==> src/rtl/osc_pkg.sv <==
// Shared definitions for the square-wave generator: default clock rate, sequencing
// states and duty full-scale.
package osc_pkg;

  localparam longint unsigned DEF_CLK_HZ = 100_000_000;
  localparam int unsigned     DUTY_FULL  = 100;

  typedef enum logic [1:0] {
    IDLE  = 2'd0,
    DIV_P = 2'd1,
    DIV_H = 2'd2,
    APPLY = 2'd3
  } state_t;

  function automatic logic [6:0] clamp_duty(input logic [6:0] duty);
    return (duty > 7'(DUTY_FULL)) ? 7'(DUTY_FULL) : duty;
  endfunction

endpackage

==> src/rtl/square_wave_gen_divider.sv <==
// Restoring shift-subtract divider, one quotient bit per clock; done pulses
// W+1 cycles after the start pulse.
module seq_divider #(
  parameter int W = 40
) (
  input  logic         clk_100M,
  input  logic         rst,
  input  logic         start,
  input  logic [W-1:0] a,
  input  logic [W-1:0] b,
  output logic         done,
  output logic [W-1:0] q
);

  localparam int CW = $clog2(W + 1);

  logic [W-1:0]  rem;
  logic [W-1:0]  quo;
  logic [W-1:0]  divisor;
  logic [CW-1:0] steps;
  logic [W:0]    trial;

  assign trial = {rem, quo[W-1]};
  assign q     = quo;

  always_ff @(posedge clk_100M) begin
    if (!rst) begin
      rem     <= '0;
      quo     <= '0;
      divisor <= '0;
      steps   <= '0;
      done    <= 1'b0;
    end else begin
      done <= 1'b0;
      if (start) begin
        rem     <= '0;
        quo     <= a;
        divisor <= b;
        steps   <= CW'(W);
      end else if (steps != '0) begin
        if (trial >= {1'b0, divisor}) begin
          rem <= W'(trial - {1'b0, divisor});
          quo <= {quo[W-2:0], 1'b1};
        end else begin
          rem <= trial[W-1:0];
          quo <= {quo[W-2:0], 1'b0};
        end
        steps <= steps - CW'(1);
        done  <= (steps == CW'(1));
      end
    end
  end

endmodule

==> src/rtl/square_wave_gen.sv <==
// Programmable square-wave source: converts a frequency/duty request into period and
// high-time clock counts and swaps them in glitch-free at the running wave's wrap.
//
// state | meaning
// IDLE  | waiting for load
// DIV_P | divider computing period = CLK_HZ / f
// DIV_H | divider computing high time = P*d / 100
// APPLY | waiting for the wrap (or immediate if stopped) to commit
module square_wave_gen
  import osc_pkg::*;
#(
  parameter longint unsigned CLK_HZ = DEF_CLK_HZ,
  parameter int              FREQ_W = 28,
  parameter int              DIV_W  = 40
) (
  input  logic              clk_100M,
  input  logic              rst,
  input  logic              load,
  input  logic [FREQ_W-1:0] freq_in,
  input  logic [6:0]        duty_in,
  output logic              busy,
  output logic              applied,
  output logic [31:0]       period_out,
  output logic              sign_out
);

  localparam logic [FREQ_W-1:0] F_MAX = FREQ_W'(CLK_HZ / 2);

  state_t            state, state_nxt;
  logic [FREQ_W-1:0] freq_q;
  logic [6:0]        duty_q;
  logic [DIV_W-1:0]  p_new;
  logic [31:0]       h_new;
  logic [DIV_W-1:0]  div_a, div_b, div_q;
  logic              div_done, kick;
  logic [31:0]       cnt, h_active;
  logic              accept, wrap, commit;

  assign accept = load && (state == IDLE);
  assign wrap   = (period_out != '0) && (cnt == period_out - 32'd1);
  assign commit = (state == APPLY) && ((period_out == '0) || wrap);

  always_ff @(posedge clk_100M) begin
    if (!rst) state <= IDLE;
    else      state <= state_nxt;
  end

  always_comb begin
    state_nxt = state;
    unique case (state)
      IDLE:    if (accept)   state_nxt = (freq_in == '0) ? APPLY : DIV_P;
      DIV_P:   if (div_done) state_nxt = DIV_H;
      DIV_H:   if (div_done) state_nxt = APPLY;
      APPLY:   if (commit)   state_nxt = IDLE;
      default:               state_nxt = IDLE;
    endcase
  end

  always_comb begin
    busy    = (state != IDLE);
    applied = commit;
    div_a   = DIV_W'(CLK_HZ);
    div_b   = DIV_W'(freq_q);
    if (state == DIV_H) begin
      div_a = p_new * DIV_W'(duty_q);
      div_b = DIV_W'(DUTY_FULL);
    end
  end

  // kick gives the divider its start pulse in the first cycle of each divide state
  always_ff @(posedge clk_100M) begin
    if (!rst) begin
      kick   <= 1'b0;
      freq_q <= '0;
      duty_q <= '0;
      p_new  <= '0;
      h_new  <= '0;
    end else begin
      kick <= (state_nxt != state) && ((state_nxt == DIV_P) || (state_nxt == DIV_H));
      if (accept) begin
        freq_q <= (freq_in > F_MAX) ? F_MAX : freq_in;
        duty_q <= clamp_duty(duty_in);
        p_new  <= '0;
        h_new  <= '0;
      end
      if ((state == DIV_P) && div_done) p_new <= div_q;
      if ((state == DIV_H) && div_done) h_new <= div_q[31:0];
    end
  end

  seq_divider #(.W(DIV_W)) u_div (
    .clk_100M (clk_100M),
    .rst      (rst),
    .start    (kick),
    .a        (div_a),
    .b        (div_b),
    .done     (div_done),
    .q        (div_q)
  );

  // restarting cnt on commit makes the new setting open with a full high phase
  always_ff @(posedge clk_100M) begin
    if (!rst) begin
      cnt        <= '0;
      period_out <= '0;
      h_active   <= '0;
      sign_out   <= 1'b0;
    end else begin
      sign_out <= (period_out != '0) && (cnt < h_active);
      if (commit) begin
        cnt        <= '0;
        period_out <= p_new[31:0];
        h_active   <= h_new;
      end else if (wrap || (period_out == '0)) begin
        cnt <= '0;
      end else begin
        cnt <= cnt + 32'd1;
      end
    end
  end

endmodule

==> config.mk <==
export PLATFORM = sky130hd
export DESIGN_NAME = square_wave_gen
export DESIGN_NICKNAME = d
export VERILOG_FILES = /design/src/rtl/osc_pkg.sv /design/src/rtl/square_wave_gen_divider.sv /design/src/rtl/square_wave_gen.sv
export SDC_FILE = /design/constraint.sdc
export NUM_CORES = 1
export LEC_CHECK = 0
export CORE_MARGIN = 8
export CORE_UTILIZATION = 37
export DETAILED_ROUTE_END_ITERATION = 7
export PLACE_DENSITY = 0.61
export SETUP_SLACK_MARGIN = 0.3
export SYNTH_ARGS = -nofsm -noshare
export SYNTH_HDL_FRONTEND = slang
export SYNTH_SLANG_ARGS = --single-unit
==> constraint.sdc <==
create_clock -name clk_100M -period 4.9 [get_ports clk_100M]
set_input_delay 1.47 -clock clk_100M [delete_from_list [all_inputs] [get_ports clk_100M]]
set_output_delay 1.47 -clock clk_100M [all_outputs]
set_load 0.01 [all_outputs]
* Word level (Yosys, flattened, before mapping)
Index checks and enable logic that the tools add are counted.
Operators by class: $mul 1, $lt $le $gt $ge 4, reductions and logical operators 21, muxes and demuxes 20, bitwise logic cells 2, equal/unequal tests 8, add/subtract/negate cells 4
Operator list (count):
- $mux W40 | 6
- $mux W32 | 2
- $mux W28 | 2
- $ge A41 B40 Y1 | 1
- $mul A40 B7 Y40 | 1
- $sub A40 B40 Y40 | 1
- $add A32 B1 Y32 const B | 1
- $eq A32 B32 Y1 | 1
- $logic_not A32 Y1 | 1
- $lt A32 B32 Y1 | 1
- $reduce_bool A32 Y1 | 1
- $sub A32 B1 Y32 const B | 1
- $gt A28 B26 Y1 const B | 1
- $logic_not A28 Y1 | 1
- $mux W6 | 2
- $mux W2 | 5
- $pmux W2 S4 | 1
- $reduce_bool A2 Y1 | 4
- $gt A7 B7 Y1 const B | 1
- $logic_and A1 B1 Y1 | 7
- $mux W7 | 1
- $eq A2 B2 Y1 const B | 3
- $eq A6 B1 Y1 const B | 1
- $reduce_bool A6 Y1 | 1
- 9 further kinds | 13
Word-level totals: input bits 38, logic and storage cells 76, flip-flop bits (word level) 334, output and inout bits 35

* Longest topological paths before layout
Gate-level depths: netlist of run 1.
depth after elaboration 10, depth in mapped cells 22, depth with buffers taken out 20

* Cells and area by module
Synthesis of run 1 repeated with hierarchy kept, for this count alone.
Second synthesis, totals: cell total of the unflattened synthesis 3147, area total of the unflattened synthesis 26073.8 um^2
Modules (own cells, without submodules):
- square_wave_gen | area each 18257.5 um^2, seq. area each 4144.0 um^2, instances 1, cells each 2126
- seq_divider | area each 7816.2 um^2, seq. area each 2542.4 um^2, instances 1, cells each 1021

* Least setup slack after synthesis of run 1
OpenSTA, ideal clock, no wires.
path type flip-flop to flip-flop, start point register duty_q[3], end point register u_div.quo[32] (netlist: u_div.q[32]), slack -0.493 ns, data arrival time 5.331 ns, cell stages (with the launch flop) 22, setup time 0.062 ns, required time 4.838 ns, period minus slack after synthesis 5.393 ns, buffers on the path 3, path through dfxtp_1 -> clkbuf_1 -> clkbuf_1 -> and2_1 -> fa_1 -> fa_1 -> fa_1 -> inv_1 -> fa_1 -> inv_1 -> ha_1 -> clkbuf_1 -> o21ai_0 -> o21ai_0 -> a21o_1 -> or2_2 -> a21oi_1 -> o31ai_1 -> a211oi_1 -> a21oi_1 -> or4b_2 -> nand3_1
Between the ends: word-level cells in the longest chain between the ends 3
Ends and longest elaborated chain:
- start, declared | line square_wave_gen.sv:31 | logic [6:0] duty_q;
- start signal, assigned | line square_wave_gen.sv:82 | duty_q <= clamp_duty(duty_in);
- $mul A40 B7 Y40 | line square_wave_gen.sv:65 | div_a = p_new * DIV_W'(duty_q);
- $mux W40 | line square_wave_gen.sv:64 | if (state == DIV_H) begin
- $mux W40 | line square_wave_gen_divider.sv:35 | if (start) begin
- end signal, assigned | line square_wave_gen_divider.sv:43 | quo <= {quo[W-2:0], 1'b1};
- end signal, assigned | line square_wave_gen_divider.sv:46 | quo <= {quo[W-2:0], 1'b0};
- end, declared | line square_wave_gen_divider.sv:18 | logic [W-1:0] quo;
No other way between the ends. A chain may end at the register's enable or synchronous reset.

* Worst setup path after layout of run 1
start point register duty_q[4], end point register u_div.quo[39] (netlist: u_div.q[39])
The elaborated chain is that of the path after synthesis.

==> key figures, run 1 <==
Run status
  – Outcome: finished, violations left
  – Failing checks: setup timing

Setup path
  – CP Data Arrival Time: between 5000 and 6000 ps
  – Type of origin of the critical path: flop
  – Worst setup path startpoint: duty_q[4]
  – Setup crit end kind: flop
  – Critical path class: flop to flop
  – Critical Path RT: 5330 ps
  – Worst r2r src: duty_q[4]
  – Worst R2R Setup Slack: -280 ps
  – Critical Path Fanout Max: 15

Yosys
  – Mapped Nets: approximately 3.1k
  – Sequential area share after synthesis: around 27%
  – Cell Area, Synth: 23650 um^2
  – Post-synth top cells: dfxtp_1, nor2_1, inv_1, and2_1, nand2_1
  – #FFs+latches synth: about 320
  – EDFF count, synth: 0
  – Asr flop ratio synth: 0%
  – Syn Inst Count: approximately 2.8k
  – Synth area leaders: dfxtp_1, fa_1, ha_1
  – Area leader, netlist: dfxtp_1
  – Synth top area share: a little over a quarter
  – Yosys warning count: 0
  – Library cells used by synthesis: 82
  – Most numerous cell in the Yosys netlist: dfxtp_1
  – Syn avg cell area: roughly 8.4 um^2
  – Top_reg_cell synth: dfxtp_1

STA
  – Final period demand of the worst path: 5180 ps
  – Final Hold Fails: 0
  – RSZ-0062 raised after global routing: yes
  – Post-route setup TNS: -2558 ps
  – Worst slew pin tran: between 1000 and 1500 ps
  – Max-slew violations: 0
  – Final Setup Violations: 20
  – Slew HR: between 20% and 30%
  – PnR worst setup slack: -279.8 ps
  – Max Clock Skew: approximately 22 ps
  – Fin crit share: 105.7%
  – Fmax: between 150 and 200 MHz

GRT
  – Overall global routing resource usage: 19.32%
  – Initial antenna violation count: 1
  – Vias in the first global route: approximately 21k
  – Largest net degree at the start of global routing: 78
  – Global route overflow: 0
  – Global-route wire length before repair: 113500 um

Floorplanning
  – Width of the die: around 270 um
  – Die Ht: around 270 um
  – CORE AREA: between 60000 and 70000 um^2
  – Initial Util: 37.49%
  – IO Count: 73
  – Die area: 72250 um^2
  – Row count: 92

CTS
  – Clock Sinks: between 300 and 400
  – H-tree levels: 2
  – CTS buffer count: 39
  – Clock slew at reported path FFs: 60 ps
  – Longest Clk Path Bufs: 3
  – CTS tree: yes
  – Skew-Pair Late Insertion Delay: 560 ps
  – CTS Root Cell: clkbuf_16

Power
  – Leakage Power: 12.51 nW
  – Power, Total: 9.241 mW
  – Worst vdd ir: ~360 uV
  – PD cells: 318.1 nW/um^2

Layout
  – Net count, final: 3325
  – Register Area: 6475 um^2
  – Layout area overhead: 22.84%
  – Post-route non-filler standard cell count: approximately 3.9k
  – Footprint of the multi-input gates: 16420 um^2
  – FILL cells: between 6k and 7k
  – Layout cells sized above 1: approximately 16%
  – Final cell utilization of the core: 46.05%

Flow run
  – Max-Cap Viols: 0

Drt
  – Drt wl/cell: approximately 18 um
  – Routed Wire Length: around 71000 um
  – DRC: 0
  – Post-DRT Antenna Nets: 0
  – DRT iter0 DRCs: between 1k and 1.5k
  – Via density: 5.394
  – DR pass1 iterations: 5
  – Via count: roughly 21k

Worst hold path
  – Hold Crit Class: flop to flop
  – HP Start: u_div.divisor[18]

Placed design
  – Gpl congestion: roughly 0.92
  – DP Worst Slack: -318.8 ps
  – Placed Cells: approximately 3.8k
  – Port bufs: between 70 and 80
  – Detailed placement HPWL: around 52000 um
-- cell families (layout without fill, tap and decap cells) --
kind of cell | after synthesis | after routing | synth area share, %
DFF | 322 | 322 | 27.26
xor gates and xnor gates | 147 | 147 | 5.503
AOI/OAI and AO/OA | 554 | 554 | 15.13
muxes | 91 | 91 | 3.852
adders and majority gates | 284 | 284 | 20.52
and+or+nand+nor | 997 | 997 | 21.05
buffers and inverters | 406 | 638 | 6.683
other | 0 | 1 | 0
-- timing repair --
item | 4_1_cts | 5_1_grt
gates resized for setup | 107 | 55
setup endpoints to repair | 31 | 33
buffers inserted | 23 | 7
hold buffers | 0 | 0
gates cloned | 4 | 1
pin swaps | 122 | 42
-- report_power, final --
group,leakage (nW),switching [mW],total (mW),internal (mW)
logic,9.21,1.82,3.05,1.23
registers,2.62,0.246,3.09,2.85
clock network,0.682,1.19,3.10,1.91
total,12.5,3.26,9.24,5.98
-- worst paths after layout --
check / endpoint / depth (start not counted)
setup / recovery: u_div.q[39] / 18
hold / removal: u_div.divisor[18] / 2
setup reg to reg: u_div.q[39] / 18
hold reg to reg: u_div.divisor[18] / 2
-- cells in the final DEF (no fill, tap or decap), types with 21 or more instances in the layout --
cell and count:
o21ai_0 76, nor3_1 42, and3_1 21, xor2_1 55, clkbuf_16 41, a21oi_1 154, nand2_1 202, clkdlybuf4s50_1 70
a21o_1 32, nand3_1 67, mux2i_1 91, inv_1 243, xnor2_1 86, buf_4 211, a22oi_1 86, a211oi_1 21
nand4_1 23, nor2_1 279, and2_1 196, ha_1 93, nor2b_1 48, dfxtp_1 311, a21oi_2 25, fa_1 170
-- state kept, by name, summed over array words and instances (netlist names), 2 cells and up --
signal / cells
h_new: 32
u_div.steps: 6
h_active: 32
duty_q: 7
cnt: 32
u_div.rem: 40
freq_q: 28
u_div.q: 40
state: 2
p_new: 40
period_out: 32
u_div.divisor: 28
-- through the flow --
step / hold slack, ps / instance area [um^2]
final: 461.6 / 29050
after CTS: 462.0 / 28720
after global placement: 452.5 / 26650
after global routing: 476.5 / 29050
after detailed placement: 452.5 / 26650
after floorplan: 432.3 / 24010
-- layer usage --
metal,global-route usage (%),part of all wire [%]
met1,25.59,45
met2,31.14,45
met3,3.456,5.9
met4,7.607,3.8
met5,0,0
-- cell type report --
| type | count | share of cell area, % |
|---|---|---|
| Antenna cell | 1 | 0.008615 |
| Clock buffer | 51 | 3.795 |
| Clock inverter | 20 | 0.9477 |
| Inverter | 257 | 3.338 |
| Multi-Input combinational cell | 2073 | 56.53 |
| Sequential cell | 322 | 22.29 |
| Tap cell | 846 | 3.644 |
| Timing Repair Buffer | 310 | 9.446 |
-- worst max-delay path, cell delays in order, from the launching register on --
cell       delay (ps)
dfxtp_4           350
buf_4             150
bufbuf_16         300
and2_1            170
fa_1              480
fa_1              530
fa_1              550
inv_1              60
fa_1              530
inv_1              40
ha_1              370
o21ai_0           270
a21oi_1           130
a21oi_2           150
a21boi_2          210
o21ai_2            80
a21oi_2           220
o221ai_2          140
a311o_1           320
(Power assumes the default switching activity.)
==> run 2: changes to the inputs <==
- SLEW_MARGIN: unset -> 20
==> key figures, run 2 (synthesis gave the netlist of run 1 again) <==
STA
  – Fin crit share: 105.7% (unchanged)
  – Worst slew pin tran: 1083 ps (-27.70 ps)
  – RSZ-0062 raised after global routing: yes
  – Final Setup Violations: 20 (unchanged)
  – Slew HR: 27.46% (+2.3 points)
  – Post-route setup TNS: -2558 ps (+0.01000 ps)
  – Final period demand of the worst path: 5180 ps (unchanged)
  – Max Clock Skew: 22.41 ps (unchanged)
  – Final Hold Fails: 0 (unchanged)
  – Fmax: 193.1 MHz (unchanged)
  – Max-slew violations: 0 (unchanged)
  – PnR worst setup slack: -279.8 ps (unchanged)

Drt
  – Via density: 5.394 (unchanged)
  – DRT iter0 DRCs: 1426 (unchanged)
  – Via count: 20.93k (unchanged)
  – Routed Wire Length: 70640 um (about the same)
  – Drt wl/cell: 18.21 um (about the same)
  – DRC: 0 (unchanged)
  – DR pass1 iterations: 5 (unchanged)
  – Post-DRT Antenna Nets: 0 (unchanged)

CTS
  – CTS Root Cell: clkbuf_16
  – Skew-Pair Late Insertion Delay: 560 ps (about the same)
  – Clock Sinks: 322 (unchanged)
  – Longest Clk Path Bufs: 3 (unchanged)
  – CTS buffer count: 39 (unchanged)
  – CTS tree: yes
  – H-tree levels: 2 (unchanged)
  – Clock slew at reported path FFs: 60 ps (about the same)

Power
  – Worst vdd ir: 359.6 uV (about the same)
  – PD cells: 318.1 nW/um^2 (about the same)
  – Share of power burned in registers: 33.5% (about the same)
  – Combinational power share: 33.0% (about the same)
  – Sw Share: 35.24% (about the same)
  – Cell Int Power: 5.984 mW (about the same)
  – Clock power frac: 33.5% (about the same)
  – NetSw: 3.257 mW (about the same)
  – Leakage Power: 12.51 nW (unchanged)

Layout
  – Net count, final: 3325 (unchanged)
  – FILL cells: 6098 (unchanged)
  – Layout cells sized above 1: 15.96% (unchanged)
  – Commonest non-fill, non-tap cells in the layout: dfxtp_1, nor2_1, inv_1, buf_4, nand2_1
  – Most common cell after layout, fill and taps aside: dfxtp_1
  – Post-route cell area: 29050 um^2 (unchanged)
  – Layout area overhead: 22.84% (unchanged)
  – Footprint of the multi-input gates: 16420 um^2 (unchanged)
  – Register Area: 6475 um^2 (unchanged)

Worst hold path
  – Hold Path Depth: 2 (unchanged)
  – Hold Crit Class: flop to flop

GRT
  – Global-route wire length before repair: 113500 um (unchanged)
  – Initial antenna violation count: 1 (unchanged)
  – Largest net degree at the start of global routing: 78 (unchanged)
  – Overall global routing resource usage: 19.32% (unchanged)
  – Global route overflow: 0 (unchanged)
  – Vias in the first global route: 21.39k (unchanged)

Run status
  – Failing checks: setup timing
  – Outcome: finished, violations left

Floorplanning
  – Die Ht: 268.8 um (unchanged)
  – Initial Util: 37.49% (unchanged)
  – Die area: 72250 um^2 (unchanged)
  – IO Count: 73 (unchanged)
  – Row count: 92 (unchanged)
  – Width of the die: 268.8 um (unchanged)
  – CORE AREA: 63080 um^2 (unchanged)

Placed design
  – Placement Cell Area: 26650 um^2 (unchanged)
  – Detailed placement HPWL: 52490 um (unchanged)
  – DP Worst Slack: -318.8 ps (unchanged)
  – Port bufs: 72 (unchanged)
  – Gpl congestion: 0.9191 (unchanged)

Setup path
  – Top delay family on crit path: adder cells
  – Max incr delay on CP: 550 ps (about the same)
  – Crit-path cells: buf_4, bufbuf_16, and2_1, fa_1, fa_1, fa_1, inv_1, fa_1, inv_1, ha_1, o21ai_0, a21oi_1, a21oi_2, a21boi_2, o21ai_2, a21oi_2, o221ai_2, a311o_1
  – Type of origin of the critical path: flop
  – Critical path depth in cells: 18 (unchanged)
  – Reg2reg path depth: 18 (unchanged)
  – Setup crit end kind: flop
  – Worst R2R Setup Slack: -280 ps (about the same)
  – Critical Path RT: 5330 ps (about the same)
  – Critical path class: flop to flop
  – Worst path slowest cell: fa_1
  – Crit path buf inv count: 4 (unchanged)
  – Critical Path Fanout Max: 15 (unchanged)
  – Critical path's most frequent cell: fa_1
  – CP Data Arrival Time: 5610 ps (about the same)

Flow run
  – Max-Cap Viols: 0 (unchanged)
run 2: worst paths after layout:
check	end	start
max	u_div.q[39]	duty_q[4]
min	u_div.divisor[18]	u_div.divisor[18]
max reg2reg	u_div.q[39]	duty_q[4]
min reg2reg	u_div.divisor[18]	u_div.divisor[18]
run 2: power groups by stage:
stage	sequential, mW	clock (mW)	combinational (mW)
floorplan	3.04	0	2.37
global placement	3.13	0	2.91
detailed placement	3.14	0	2.98
CTS	3.08	3.17	3.01
global route	3.12	3.27	3.40
finish	3.09	3.10	3.05
run 2: stage by stage:
step	hold slack (ps)	total power, mW	utilization (%)	instances
6_report	461.6	9.241	46.05	3880
5_1_grt	476.5	9.787	46.05	3880
4_1_cts	462.0	9.269	45.53	3871
3_5_place_dp	452.5	6.113	42.24	3773
3_3_place_gp	452.5	6.033	42.24	3773
2_1_floorplan	432.3	5.402	-	2801
run 2: worst min-delay path, cell delays in order (launching register included):
cell,delay (ps)
dfxtp_1,310
nand2_1,60
a21oi_1,50
run 2: final cells by class:
cell class	count	area share, %
timing repair buffer	310	9.446
antenna	1	0.008615
clock buffer	51	3.795
inverter	257	3.338
multi-input combinational	2073	56.53
sequential	322	22.29
tap	846	3.644
clock inverter	20	0.9477
run 2: what timing repair did:
item	in CTS	in global routing
gates resized for setup	107	55
gates cloned	4	1
setup endpoints to repair	31	33
hold buffers	0	0
setup buffers	23	7
hold endpoints to repair	0	0
pin swaps	122	42
run 2: routing by layer:
metal | track usage [%] | share of wire, % | up-vias
li1 | - | - | 9877
met1 | 25.59 | 45 | 10270
met4 | 7.607 | 3.8 | 0
met3 | 3.456 | 5.9 | 158
met2 | 31.14 | 45 | 620
met5 | 0 | 0 | -
==> run 3: changes to the inputs <==
- ABC_AREA: unset -> 1
- PLACE_DENSITY: 0.61 -> 0.59
- clock period: 4.9 -> 6.09 ns (I/O delays scaled with it)
==> key figures, run 3 <==
Setup path
  – Type of origin of the critical path: flop
  – Critical path's most frequent cell: nand3_1
  – Critical path class: flop to output pin
  – Setup crit end kind: output pin
  – Max incr delay on CP: 580 ps (+30 ps)
  – CP Data Arrival Time: 3760 ps (-1850 ps)
  – Crit-path cells: inv_2, ha_2, nand2_4, nor3_1, nand3_1, nand3_1, nand2_1, nor4_1, nand3_1, a21oi_2, clkdlybuf4s50_1
  – Critical Path RT: 4260 ps (-1070 ps)
  – Critical Path Fanout Max: 8 (-7)
  – Worst R2R Setup Slack: 670 ps (+950 ps)
  – Worst path slowest cell: clkdlybuf4s50_1

CTS
  – Total setup buffers inserted after CTS: 0 (-100%)
  – H-tree levels: 2 (unchanged)
  – Clock Sinks: 322 (unchanged)
  – CTS Root Cell: clkbuf_16
  – Post-CTS Hold Fix Bufs: 0 (unchanged)
  – Clock slew at reported path FFs: 60 ps (about the same)
  – Longest Clk Path Bufs: 3 (unchanged)
  – CTS buffer count: 36 (-7.7%)
  – Skew-Pair Late Insertion Delay: 540 ps (-20 ps)
  – CTS tree: yes

GRT
  – Global-route wire length before repair: 132700 um (+17%)
  – Vias in the first global route: 23.42k (+9.5%)
  – Largest net degree at the start of global routing: 75 (-3.8%)
  – Initial antenna violation count: 1 (unchanged)
  – Global route overflow: 0 (unchanged)
  – Overall global routing resource usage: 20.90% (+1.6 points)

Yosys
  – Mapped Nets: 4058 (+30%)
  – Syn Inst Count: 3736 (+33%)
  – Synth area leaders: dfxtp_1, fa_1, nand2_1
  – Top_reg_cell synth: dfxtp_1
  – Most numerous cell in the Yosys netlist: nand2_1
  – Yosys warning count: 0 (unchanged)
  – Synth top area share: 25.08% (-2.2 points)
  – Syn avg cell area: 6.880 um^2 (-19%)
  – Area leader, netlist: dfxtp_1
  – Cell Area, Synth: 25700 um^2 (+8.7%)
  – Asr flop ratio synth: 0% (unchanged)
  – Library cells used by synthesis: 61 (-26%)
  – Post-synth top cells: nand2_1, inv_1, a21oi_1, dfxtp_1, o21ai_0
  – EDFF count, synth: 0 (unchanged)
  – Sequential area share after synthesis: 25.08% (-2.2 points)
  – #FFs+latches synth: 322 (unchanged)

STA
  – Max-slew violations: 0 (unchanged)
  – Post-route setup TNS: 0 ps (+2558 ps)
  – RSZ-0062 raised after global routing: yes
  – Slew HR: 34.44% (+7.0 points)
  – Final Setup Violations: 0 (-100%)
  – Worst slew pin tran: 981.1 ps (-102.4 ps)
  – Final Hold Fails: 0 (unchanged)
  – Max Clock Skew: 17.86 ps (-4.552 ps)
  – Fin crit share: 91.67%
  – Fmax: between 150 and 200 MHz
  – Final period demand of the worst path: 5583 ps

Layout
  – Register Area: 6450 um^2 (-0.39%)
  – Commonest non-fill, non-tap cells in the layout: nand2_1, inv_1, a21oi_1, dfxtp_1, o21ai_0
  – Footprint of the multi-input gates: 15960 um^2 (-2.8%)
  – Most common cell after layout, fill and taps aside: nand2_1
  – Net count, final: 4039 (+21%)
  – Antenna diodes: 0 (-1)
  – FILL cells: 7310 (+20%)
  – Post-route cell area: 28490 um^2 (-1.9%)
  – Layout cells sized above 1: 5.505% (-10 points)
  – Layout area overhead: 10.85%

Drt
  – Drt wl/cell: 17.66 um (-3.0%)
  – Routed Wire Length: 82520 um (+17%)
  – Via count: 24.07k (+15%)
  – DRC: 0 (unchanged)
  – DRT iter0 DRCs: 2069 (+45%)
  – Post-DRT Antenna Nets: 0 (unchanged)
  – DR pass1 iterations: 5 (unchanged)
  – Via density: 5.150 (-4.5%)

Placed design
  – Placement Cell Area: 27300 um^2 (+2.5%)
  – Gpl congestion: 0.9841 (+7.1%)
  – Port bufs: 72 (unchanged)
  – Detailed placement HPWL: 62820 um (+20%)

Floorplanning
  – Width of the die: 279.6 um (+4.0%)
  – Die area: 78150 um^2 (+8.2%)
  – IO Count: 73 (unchanged)
  – Die Ht: 279.6 um (+4.0%)
  – Row count: 96 (+4.3%)
  – CORE AREA: 68710 um^2 (+8.9%)
  – Initial Util: 37.41% (-0.077 points)

Flow run
  – Max-Cap Viols: 0 (unchanged)

Power
  – PD cells: 315.9 nW/um^2 (-0.69%)
  – Leakage Power: 13.86 nW (+11%)
  – Worst vdd ir: 209.4 uV (-42%)

Run status
  – Outcome: finished, final reports clean

Worst hold path
  – Hold Crit Class: flop to flop
[run 3: cell count changes after synthesis, moves of 85 or more]
cell	change
o21ai_0	+191
a21oi_1	+163
nand2_1	+495
and2_1	-205
mux2i_1	-91
nand3_1	+193
a22oi_1	-85
inv_1	+410
[run 3: final timing paths]
| kind | start | endpoint | cells past startpoint |
|---|---|---|---|
| worst max register to register | duty_q[5] | u_div.q[39] | 21 |
| worst min register to register | freq_q[27] | freq_q[27] | 2 |
| worst max-delay path | period_out[0] | applied | 11 |
| worst min-delay path | freq_q[27] | freq_q[27] | 2 |
[run 3: routing by layer]
layer,up-vias,GRT usage [%],wire (um)
met4,0,6.051,2567
li1,11870,-,-
met2,718,33.51,36550
met5,-,0,0
met3,145,2.996,4920
met1,11340,29.07,38480
[run 3: timing repair]
item,CTS,global route
hold endpoints to repair,0,0
setup endpoints to repair,1,5
gates cloned,0,0
gates resized for setup,1,5
[run 3: layout make-up]
| type | count | share of cell area (%) |
|---|---|---|
| Clock buffer | 49 | 3.439 |
| Clock inverter | 14 | 0.6851 |
| Inverter | 678 | 8.950 |
| Multi-Input combinational cell | 2548 | 56.01 |
| Sequential cell | 322 | 22.64 |
| Tap cell | 931 | 4.089 |
| Timing Repair Buffer | 131 | 4.190 |
[run 3: critical path: cells and delay by family, from the launching register on]
kind	cells	cell delay (ps)
buffers and inverters	2	780
AO/OA/AOI/OAI	1	230
adder cells (fa/ha/maj)	1	310
flip-flops	1	420
AND/OR/NAND/NOR	7	1470
[run 3: metrics by stage]
step	worst slack [ps]	std cells	util, %	hold WS (ps)	total power, mW
detailed placement	568.6	4610	39.73	431.8	6.742
CTS	382.6	4673	41.45	442.0	8.993
finish	507.4	4673	41.47	440.7	9.001
floorplan	997.8	3736	-	419.4	5.592
global route	289.1	4673	41.47	449.3	9.694
global placement	506.0	4610	39.73	429.3	6.750
[run 3: where the power goes]
part | internal (mW) | leakage [nW] | switching [mW] | total [mW]
clock network | 1.30 | 0.573 | 0.925 | 2.23
logic | 1.32 | 10.7 | 2.74 | 4.06
registers | 2.41 | 2.62 | 0.300 | 2.71
[run 3: cell families after synthesis]
kind of cell | count (synthesis) | synth area share, %
AO/OA/AOI/OAI | 734 | 15.34
XOR/XNOR | 100 | 3.437
adder cells (fa/ha/maj) | 284 | 18.88
buffers and inverters | 866 | 12.92
flip-flops | 322 | 25.08
AND/OR/NAND/NOR | 1430 | 24.34
